[src/rtl/gamecfg_pkg.sv]
//------------------------------------------------------------------------------
// Module   : gamecfg_pkg
// Brief    : Shared game-configuration types, state encoding and level table
//            for the difficulty scheduler.
// Revision : 1.0 - initial release
//------------------------------------------------------------------------------
`default_nettype none

package gamecfg_pkg;

    localparam int c_SEL_W    = 2;
    localparam int c_TSEL_W   = 3;
    localparam int c_LEVEL_W  = 3;
    localparam int c_STREAK_W = 4;
    localparam int c_PAUSE_W  = 8;

    // Scheduler state encoding
    localparam logic [2:0] c_ST_IDLE  = 3'd0;
    localparam logic [2:0] c_ST_APPLY = 3'd1;
    localparam logic [2:0] c_ST_RUN   = 3'd2;
    localparam logic [2:0] c_ST_PAUSE = 3'd3;
    localparam logic [2:0] c_ST_DONE  = 3'd4;

    typedef struct packed {
        logic [c_SEL_W-1:0]  select;
        logic [c_TSEL_W-1:0] timeselect;
    } level_cfg_t;

    localparam level_cfg_t c_LVL0_CFG  = '{select: 2'b00, timeselect: 3'b000};
    localparam level_cfg_t c_LVL1_CFG  = '{select: 2'b00, timeselect: 3'b001};
    localparam level_cfg_t c_LVL2_CFG  = '{select: 2'b01, timeselect: 3'b001};
    localparam level_cfg_t c_LVL3_CFG  = '{select: 2'b00, timeselect: 3'b010};
    localparam level_cfg_t c_LVL4_CFG  = '{select: 2'b01, timeselect: 3'b010};
    localparam level_cfg_t c_LVL5_CFG  = '{select: 2'b11, timeselect: 3'b001};
    localparam level_cfg_t c_LVL67_CFG = '{select: 2'b11, timeselect: 3'b010};

    function automatic level_cfg_t level_cfg(input logic [c_LEVEL_W-1:0] lvl);
        level_cfg_t cfg;
        case (lvl)
            3'd0:    cfg = c_LVL0_CFG;
            3'd1:    cfg = c_LVL1_CFG;
            3'd2:    cfg = c_LVL2_CFG;
            3'd3:    cfg = c_LVL3_CFG;
            3'd4:    cfg = c_LVL4_CFG;
            3'd5:    cfg = c_LVL5_CFG;
            default: cfg = c_LVL67_CFG;
        endcase
        return cfg;
    endfunction

endpackage

`default_nettype wire

[src/rtl/difficulty_sched_if.sv]
//------------------------------------------------------------------------------
// Module   : difficulty_sched_if
// Brief    : Game-FSM <-> difficulty scheduler handshake and status bundle.
// Revision : 1.0 - initial release
//------------------------------------------------------------------------------
`default_nettype none

interface difficulty_sched_if;
    import gamecfg_pkg::*;

    logic                  game_start;
    logic                  game_over;
    logic                  hit;
    logic                  miss;
    logic                  cfg_ack;
    logic                  cfg_valid;
    logic [c_SEL_W-1:0]    select;
    logic [c_TSEL_W-1:0]   timeselect;
    logic [c_LEVEL_W-1:0]  level;
    logic [c_STREAK_W-1:0] streak;
    logic                  level_up;

    // Game FSM side
    modport master (
        output game_start, game_over, hit, miss, cfg_ack,
        input  cfg_valid, select, timeselect, level, streak, level_up
    );

    // Scheduler side
    modport slave (
        input  game_start, game_over, hit, miss, cfg_ack,
        output cfg_valid, select, timeselect, level, streak, level_up
    );

endinterface

`default_nettype wire

[src/rtl/streak_counter.sv]
//------------------------------------------------------------------------------
// Module   : streak_counter
// Brief    : Saturating consecutive-hit counter with clear and wrap detect.
// Revision : 1.0 - initial release
//------------------------------------------------------------------------------
`default_nettype none

module streak_counter
    import gamecfg_pkg::*;
#(
    parameter int LIMIT = 5
) (
    input  wire logic                  clk,
    input  wire logic                  reset,
    input  wire logic                  i_clr,
    input  wire logic                  i_inc,
    input  wire logic                  i_sat,
    output logic [c_STREAK_W-1:0]      o_count,
    output logic                       o_wrap
);

    localparam logic [c_STREAK_W-1:0] c_LAST = c_STREAK_W'(LIMIT - 1);

    logic [c_STREAK_W-1:0] r_count;
    logic                  w_at_last;

    assign w_at_last = (r_count == c_LAST);
    // A wrap only happens when saturation is off; it drives the level advance.
    assign o_wrap    = i_inc && w_at_last && !i_sat && !i_clr;
    assign o_count   = r_count;

    always_ff @(posedge clk or negedge reset) begin
        if (!reset) begin
            r_count <= '0;
        end else if (i_clr) begin
            r_count <= '0;
        end else if (i_inc) begin
            if (!w_at_last) begin
                r_count <= r_count + 1'b1;
            end else if (!i_sat) begin
                r_count <= '0;
            end
        end
    end

endmodule

`default_nettype wire

[src/rtl/difficulty_sched.sv]
//------------------------------------------------------------------------------
// Module   : difficulty_sched
// Brief    : Hit-streak driven difficulty level scheduler with config handshake.
//            Optional level-down on consecutive misses: DIFFICULTY_SCHED_LEVEL_DOWN_EN
// Revision : 1.0 - initial release
//------------------------------------------------------------------------------
`default_nettype none

module difficulty_sched
    import gamecfg_pkg::*;
#(
    parameter int STREAK_LEN   = 5,
    parameter int MAX_LEVEL    = 6,
    parameter int PAUSE_CYCLES = 4
) (
    input  wire logic          clk,
    input  wire logic          reset,
    difficulty_sched_if.slave  bus
);

    localparam logic [c_LEVEL_W-1:0] c_MAX_LVL    = c_LEVEL_W'(MAX_LEVEL);
    localparam logic [c_PAUSE_W-1:0] c_PAUSE_LAST = c_PAUSE_W'(PAUSE_CYCLES - 1);

    logic [2:0]             r_state;
    logic [c_LEVEL_W-1:0]   r_level;
    logic [c_PAUSE_W-1:0]   r_pause_cnt;
    logic                   r_level_up;

    logic                   w_active;
    logic                   w_in_run;
    logic                   w_start;
    logic                   w_run_hit;
    logic                   w_run_miss;
    logic                   w_sat;
    logic                   w_wrap;
    logic                   w_level_down;
    logic [c_STREAK_W-1:0]  w_streak;
    level_cfg_t             w_cfg;

    assign w_active   = (r_state == c_ST_APPLY) || (r_state == c_ST_RUN) ||
                        (r_state == c_ST_PAUSE);
    assign w_in_run   = (r_state == c_ST_RUN);
    assign w_start    = (r_state == c_ST_IDLE) && bus.game_start;
    // game_over outranks miss, and miss outranks hit
    assign w_run_miss = w_in_run && !bus.game_over && bus.miss;
    assign w_run_hit  = w_in_run && !bus.game_over && bus.hit && !bus.miss;
    assign w_sat      = (r_level == c_MAX_LVL);

    streak_counter #(
        .LIMIT (STREAK_LEN)
    ) u_streak (
        .clk     (clk),
        .reset   (reset),
        .i_clr   (w_start || w_run_miss),
        .i_inc   (w_run_hit),
        .i_sat   (w_sat),
        .o_count (w_streak),
        .o_wrap  (w_wrap)
    );

`ifdef DIFFICULTY_SCHED_LEVEL_DOWN_EN
    logic r_miss_pend;

    assign w_level_down = w_run_miss && r_miss_pend && (r_level != '0);

    always_ff @(posedge clk or negedge reset) begin
        if (!reset) begin
            r_miss_pend <= 1'b0;
        end else if (w_start || w_run_hit || w_level_down) begin
            r_miss_pend <= 1'b0;
        end else if (w_run_miss) begin
            r_miss_pend <= 1'b1;
        end
    end
`else
    assign w_level_down = 1'b0;
`endif

    always_ff @(posedge clk or negedge reset) begin
        if (!reset) begin
            r_state     <= c_ST_IDLE;
            r_level     <= '0;
            r_pause_cnt <= '0;
            r_level_up  <= 1'b0;
        end else begin
            r_level_up <= 1'b0;
            if (w_active && bus.game_over) begin
                r_state <= c_ST_DONE;
            end else begin
                case (r_state)
                    c_ST_IDLE: begin
                        if (bus.game_start) begin
                            r_state     <= c_ST_APPLY;
                            r_level     <= '0;
                            r_pause_cnt <= '0;
                        end
                    end
                    c_ST_APPLY: begin
                        if (bus.cfg_ack) begin
                            r_state <= c_ST_RUN;
                        end
                    end
                    c_ST_RUN: begin
                        if (w_level_down) begin
                            r_level     <= r_level - 1'b1;
                            r_pause_cnt <= '0;
                            r_state     <= c_ST_PAUSE;
                        end else if (w_wrap) begin
                            r_level     <= r_level + 1'b1;
                            r_level_up  <= 1'b1;
                            r_pause_cnt <= '0;
                            r_state     <= c_ST_PAUSE;
                        end
                    end
                    c_ST_PAUSE: begin
                        if (r_pause_cnt == c_PAUSE_LAST) begin
                            r_pause_cnt <= '0;
                            r_state     <= c_ST_APPLY;
                        end else begin
                            r_pause_cnt <= r_pause_cnt + 1'b1;
                        end
                    end
                    c_ST_DONE: begin
                        if (bus.game_start) begin
                            r_state <= c_ST_IDLE;
                        end
                    end
                    default: begin
                        r_state <= c_ST_IDLE;
                    end
                endcase
            end
        end
    end

    // Level only changes outside APPLY, so the offered config is stable while valid.
    assign w_cfg          = level_cfg(r_level);
    assign bus.select     = w_cfg.select;
    assign bus.timeselect = w_cfg.timeselect;
    assign bus.cfg_valid  = (r_state == c_ST_APPLY);
    assign bus.level      = r_level;
    assign bus.streak     = w_streak;
    assign bus.level_up   = r_level_up;

endmodule

`default_nettype wire
[src/flat_wrapper.sv]
// flat-port wrapper written by rule: the top's interface ports become plain ports
module difficulty_sched_flat import gamecfg_pkg::*;
#(
    parameter int STREAK_LEN   = 5,
    parameter int MAX_LEVEL    = 6,
    parameter int PAUSE_CYCLES = 4
)
  (clk, reset, bus_game_start, bus_game_over, bus_hit, bus_miss, bus_cfg_ack, bus_cfg_valid, bus_select, bus_timeselect, bus_level, bus_streak, bus_level_up);
  difficulty_sched_if bus_i ();
  input  wire logic clk;
  input  wire logic reset;
  input wire logic [$bits(bus_i.game_start)-1:0] bus_game_start;
  input wire logic [$bits(bus_i.game_over)-1:0] bus_game_over;
  input wire logic [$bits(bus_i.hit)-1:0] bus_hit;
  input wire logic [$bits(bus_i.miss)-1:0] bus_miss;
  input wire logic [$bits(bus_i.cfg_ack)-1:0] bus_cfg_ack;
  output wire logic [$bits(bus_i.cfg_valid)-1:0] bus_cfg_valid;
  output wire logic [$bits(bus_i.select)-1:0] bus_select;
  output wire logic [$bits(bus_i.timeselect)-1:0] bus_timeselect;
  output wire logic [$bits(bus_i.level)-1:0] bus_level;
  output wire logic [$bits(bus_i.streak)-1:0] bus_streak;
  output wire logic [$bits(bus_i.level_up)-1:0] bus_level_up;
  assign bus_i.game_start = bus_game_start;
  assign bus_i.game_over = bus_game_over;
  assign bus_i.hit = bus_hit;
  assign bus_i.miss = bus_miss;
  assign bus_i.cfg_ack = bus_cfg_ack;
  assign bus_cfg_valid = bus_i.cfg_valid;
  assign bus_select = bus_i.select;
  assign bus_timeselect = bus_i.timeselect;
  assign bus_level = bus_i.level;
  assign bus_streak = bus_i.streak;
  assign bus_level_up = bus_i.level_up;
  difficulty_sched #(.STREAK_LEN(STREAK_LEN), .MAX_LEVEL(MAX_LEVEL), .PAUSE_CYCLES(PAUSE_CYCLES)) u_core (.clk(clk), .reset(reset), .bus(bus_i));
endmodule
[config.mk]
export PLATFORM = sky130hd
export DESIGN_NAME = difficulty_sched_flat
export DESIGN_NICKNAME = d
export VERILOG_FILES = /design/src/rtl/gamecfg_pkg.sv /design/src/rtl/difficulty_sched_if.sv /design/src/rtl/streak_counter.sv /design/src/rtl/difficulty_sched.sv /design/src/flat_wrapper.sv
export SDC_FILE = /design/constraint.sdc
export NUM_CORES = 1
export LEC_CHECK = 0
export BUFFER_PORTS_ARGS = -buffer_cell sky130_fd_sc_hd__buf_2
export CORE_MARGIN = 3
export CORE_UTILIZATION = 44
export CTS_BUF_LIST = sky130_fd_sc_hd__clkbuf_4
export CTS_CLUSTER_SIZE = 30
export DETAILED_ROUTE_END_ITERATION = 6
export PLACE_DENSITY = 0.7
export SETUP_SLACK_MARGIN = 0.3
export SYNTH_ARGS = -nofsm -noshare
export SYNTH_HDL_FRONTEND = slang
export SYNTH_HIERARCHICAL = 1
export SYNTH_SLANG_ARGS = --single-unit
export TNS_END_PERCENT = 50
[constraint.sdc]
create_clock -name clk -period 3 [get_ports clk]
set_input_delay 0.3 -clock clk [delete_from_list [all_inputs] [get_ports clk]]
set_output_delay 0.3 -clock clk [all_outputs]
set_load 0.03 [all_outputs]
==> flow_summary.toml <==
[status]
status = "complete, no violations"

[routing]
first_pass_iters = 4
drt_iter0_drc = 60
ant_nets = 0
vias = 995
drc = 0
wl_um = 2630
wl_per_cell_um = 14.6
viasPerCell = 5.53

[place]
portBuffers = 19
gp_congestion = 0.817
place_area_um2 = 1360
dp_hpwl_um = 1930

[synthesis]
yosysSeqAreaShare_pct = 37.6
ys_types = 45
synth-seq-cells = 19
ys_warn_count = 6
syn-instance-count = 129
yosys-top-cells-area = "dfrtp_1 (38%), ha_1 (7.9%), nor2_1 (3.6%)"
ys_async_sr_fraction_pct = 100
synth_ff_type = "dfrtp_1"
syn_area_per_cell_um2 = 9.80
syn_nets = 144
synth_edf_count = 0
yosys.area.top_type = "dfrtp_1"
syn_area_um2 = 1260
yosysTopAreaCellShare_pct = 37.6

[clocking]
clock-sinks = 19
cts.clk_slew.worst_paths_ps = 110
numCtsBuffers = 3
htree_levels = 1
cts_tree = "built"
cts_root_buffer = "clkbuf_4"
cts_setup_buffers = 0
clk_path_buf_depth = 2
clk_latency_ps = 300

[die]
die_area_um2 = 3550
die_x_um = 59.6
fp-row-count = 18
dieHeight_um = 59.6
core_area_um2 = 2610
pin_count = 21
start_util_pct = 48.4

[power_and_ir_drop]
cellLeakagePower_uw = 0.000683
p_per_area_nw_per_um2 = 474
ir_worst_vdd_mv = 0.359

[timing]
fmax_mhz = 408
hold_viol_final = 0
finalCritPeriodShare_pct = 81.8
min_period_ps = 2450
drv_slew = 0
worst_pin_slew_ps = 539
finClkSkew_ps = 1.26
setup-tns-final_ps = 0
grt_setup_unrepaired = "no"
relSlewSlack_pct = 64.0
finalSetupViolCount = 0

[cells_and_area]
antenna_cells = 0
syn2layout_area_growth_pct = 11.5
finish.instance_area_um2 = 1410
fin_nets = 166
drive_gt1_share_pct = 22.7

[setup_path]
crit_path_start_kind = "flip-flop"
arrival_ps = 2650
crit_fanout = 10
endpoint_kind = "flip-flop"
worst_ep_required_time_ps = 3200
critical_path_class = "flip-flop to flip-flop"

[global_routing]
grt_max_degree = 20
grtUsageMet1_pct = 20.9
globalRouteOverflowTotal = 0
grtUsageMet3_pct = 4.58
use_met2_pct = 26.1
grt_pass1_wl_um = 4280
gr-usage-all-layers_pct = 15.9
grt_pass1_vias = 940
antenna_found_initial = 0
grt-busiest-layer = "met2"

[worst_hold_path]
holdCritPathClass = "primary input to flip-flop"

[run]
cap_violations = 0
[critical path, stage by stage, from the launching register on]
cell and delay, ps:
dfrtp_1 500, nor2_1 200, and4b_1 360, nor4b_2 350, or2_1 170, a2bb2oi_2 90, or2_1 310, a221o_1 370
[flip-flops by register name (all words and copies together), names as in the netlist]
| signal | cells |
|---|---|
| u_core/u_streak/o_count | 4 |
| u_core/r_pause_cnt | 8 |
| u_core/bus.level | 3 |
| u_core/r_state | 3 |
| u_core/bus.level_up | 1 |
[metal layers]
metal / wire, um / vias to the layer above
met5: 0 / -
met3: 86 / 2
met4: 17 / 0
met1: 1250 / 463
li1: - / 512
met2: 1280 / 18
[cells in the mapped netlist (2+ instances only)]
cell type / instances
nor2b_1: 3
a21oi_1: 3
nor2_1: 12
nand3_1: 3
a22o_1: 3
dfrtp_1: 19
ha_1: 8
a21boi_0: 2
inv_1: 8
o31ai_1: 2
nand2_1: 9
o21ai_0: 5
nand4_1: 2
and3_1: 4
nand3b_1: 4
or2_1: 2
o2bb2ai_1: 2
nor3b_1: 2
nand2b_1: 3
a221o_1: 4
a211oi_1: 2
nand4b_1: 2
buf_6: 3
[stage by stage]
| stage | util [%] | instances | power (uW) | hold WS [ps] | setup WS, ps |
|---|---|---|---|---|---|
| 6_report | 53.9 | 180 | 668 | 178 | 547 |
| 2_1_floorplan | - | 129 | 504 | 4.41 | 501 |
| 3_5_place_dp | 52.2 | 175 | 528 | 265 | 374 |
| 5_1_grt | 53.9 | 180 | 706 | 184 | 359 |
| 4_1_cts | 53.7 | 180 | 670 | 181 | 351 |
| 3_3_place_gp | 52.2 | 175 | 517 | 265 | 523 |
[placed cells by master (no fill, tap or decap), types with 2 or more instances in the layout]
cell and instances:
o31ai_1 2, a22o_1 3, a21oi_1 3, inv_1 8
nand4_1 2, nor3b_1 2, o2bb2ai_1 2, dfrtp_1 19
ha_1 8, nand2b_1 3, and3_1 4, a221o_1 4
nand4b_1 2, clkbuf_4 4, buf_2 19, a211oi_1 2
nand3_1 3, nand3b_1 4, nor2b_1 3, or2_1 2
o21ai_0 5, nand2_1 9, nor2_1 12
[final cells by class]
class	instances	area (um2)
Fill cell	239	1200
Multi-Input combinational cell	98	723
Sequential cell	19	475
Timing Repair Buffer	21	113
Tap cell	30	37.5
Clock buffer	4	30.0
Inverter	8	30.0
[power by group]
group / total (uW) / leakage [uW] / switching [uW] / internal (uW)
clock network: 143 / 0.0000184 / 82.1 / 60.9
registers: 305 / 0.000263 / 29.5 / 275
logic: 220 / 0.000401 / 131 / 88.4
[path summary, 6_finish.rpt]
path	from	endpoint	slack (ps)	cells after the start
max	u_core/r_state[0]	u_core/r_pause_cnt[3]	550	7
min reg2reg	u_core/r_pause_cnt[7]	u_core/r_pause_cnt[7]	550	2
max in group asynchronous	reset	u_core/r_state[1]	2260	2
min in group asynchronous	reset	u_core/r_state[2]	450	2
max reg2reg	u_core/r_state[0]	u_core/r_pause_cnt[3]	550	7
min	bus_game_over	u_core/r_state[1]	180	2
[timing repair]
item / in CTS / in global routing
hold buffers: 1 / 0
endpoints found under the setup margin: 0 / 8
endpoints found under the hold margin: 19 / 0
gates resized for setup: 0 / 2
[kinds of logic (layout without fill, tap and decap cells)]
group / count (synthesis) / in the layout / share of synthesized area [%]
AO/OA/AOI/OAI: 30 / 30 / 19.7
other: 1 / 1 / 0.297
flip-flops: 19 / 19 / 37.6
multiplexers: 1 / 1 / 0.891
AND/OR/NAND/NOR: 58 / 58 / 27.9
buffers and inverters: 12 / 33 / 5.64
adder cells (fa/ha/maj): 8 / 8 / 7.92
No activity file was read; power rests on OpenSTA's default activity.
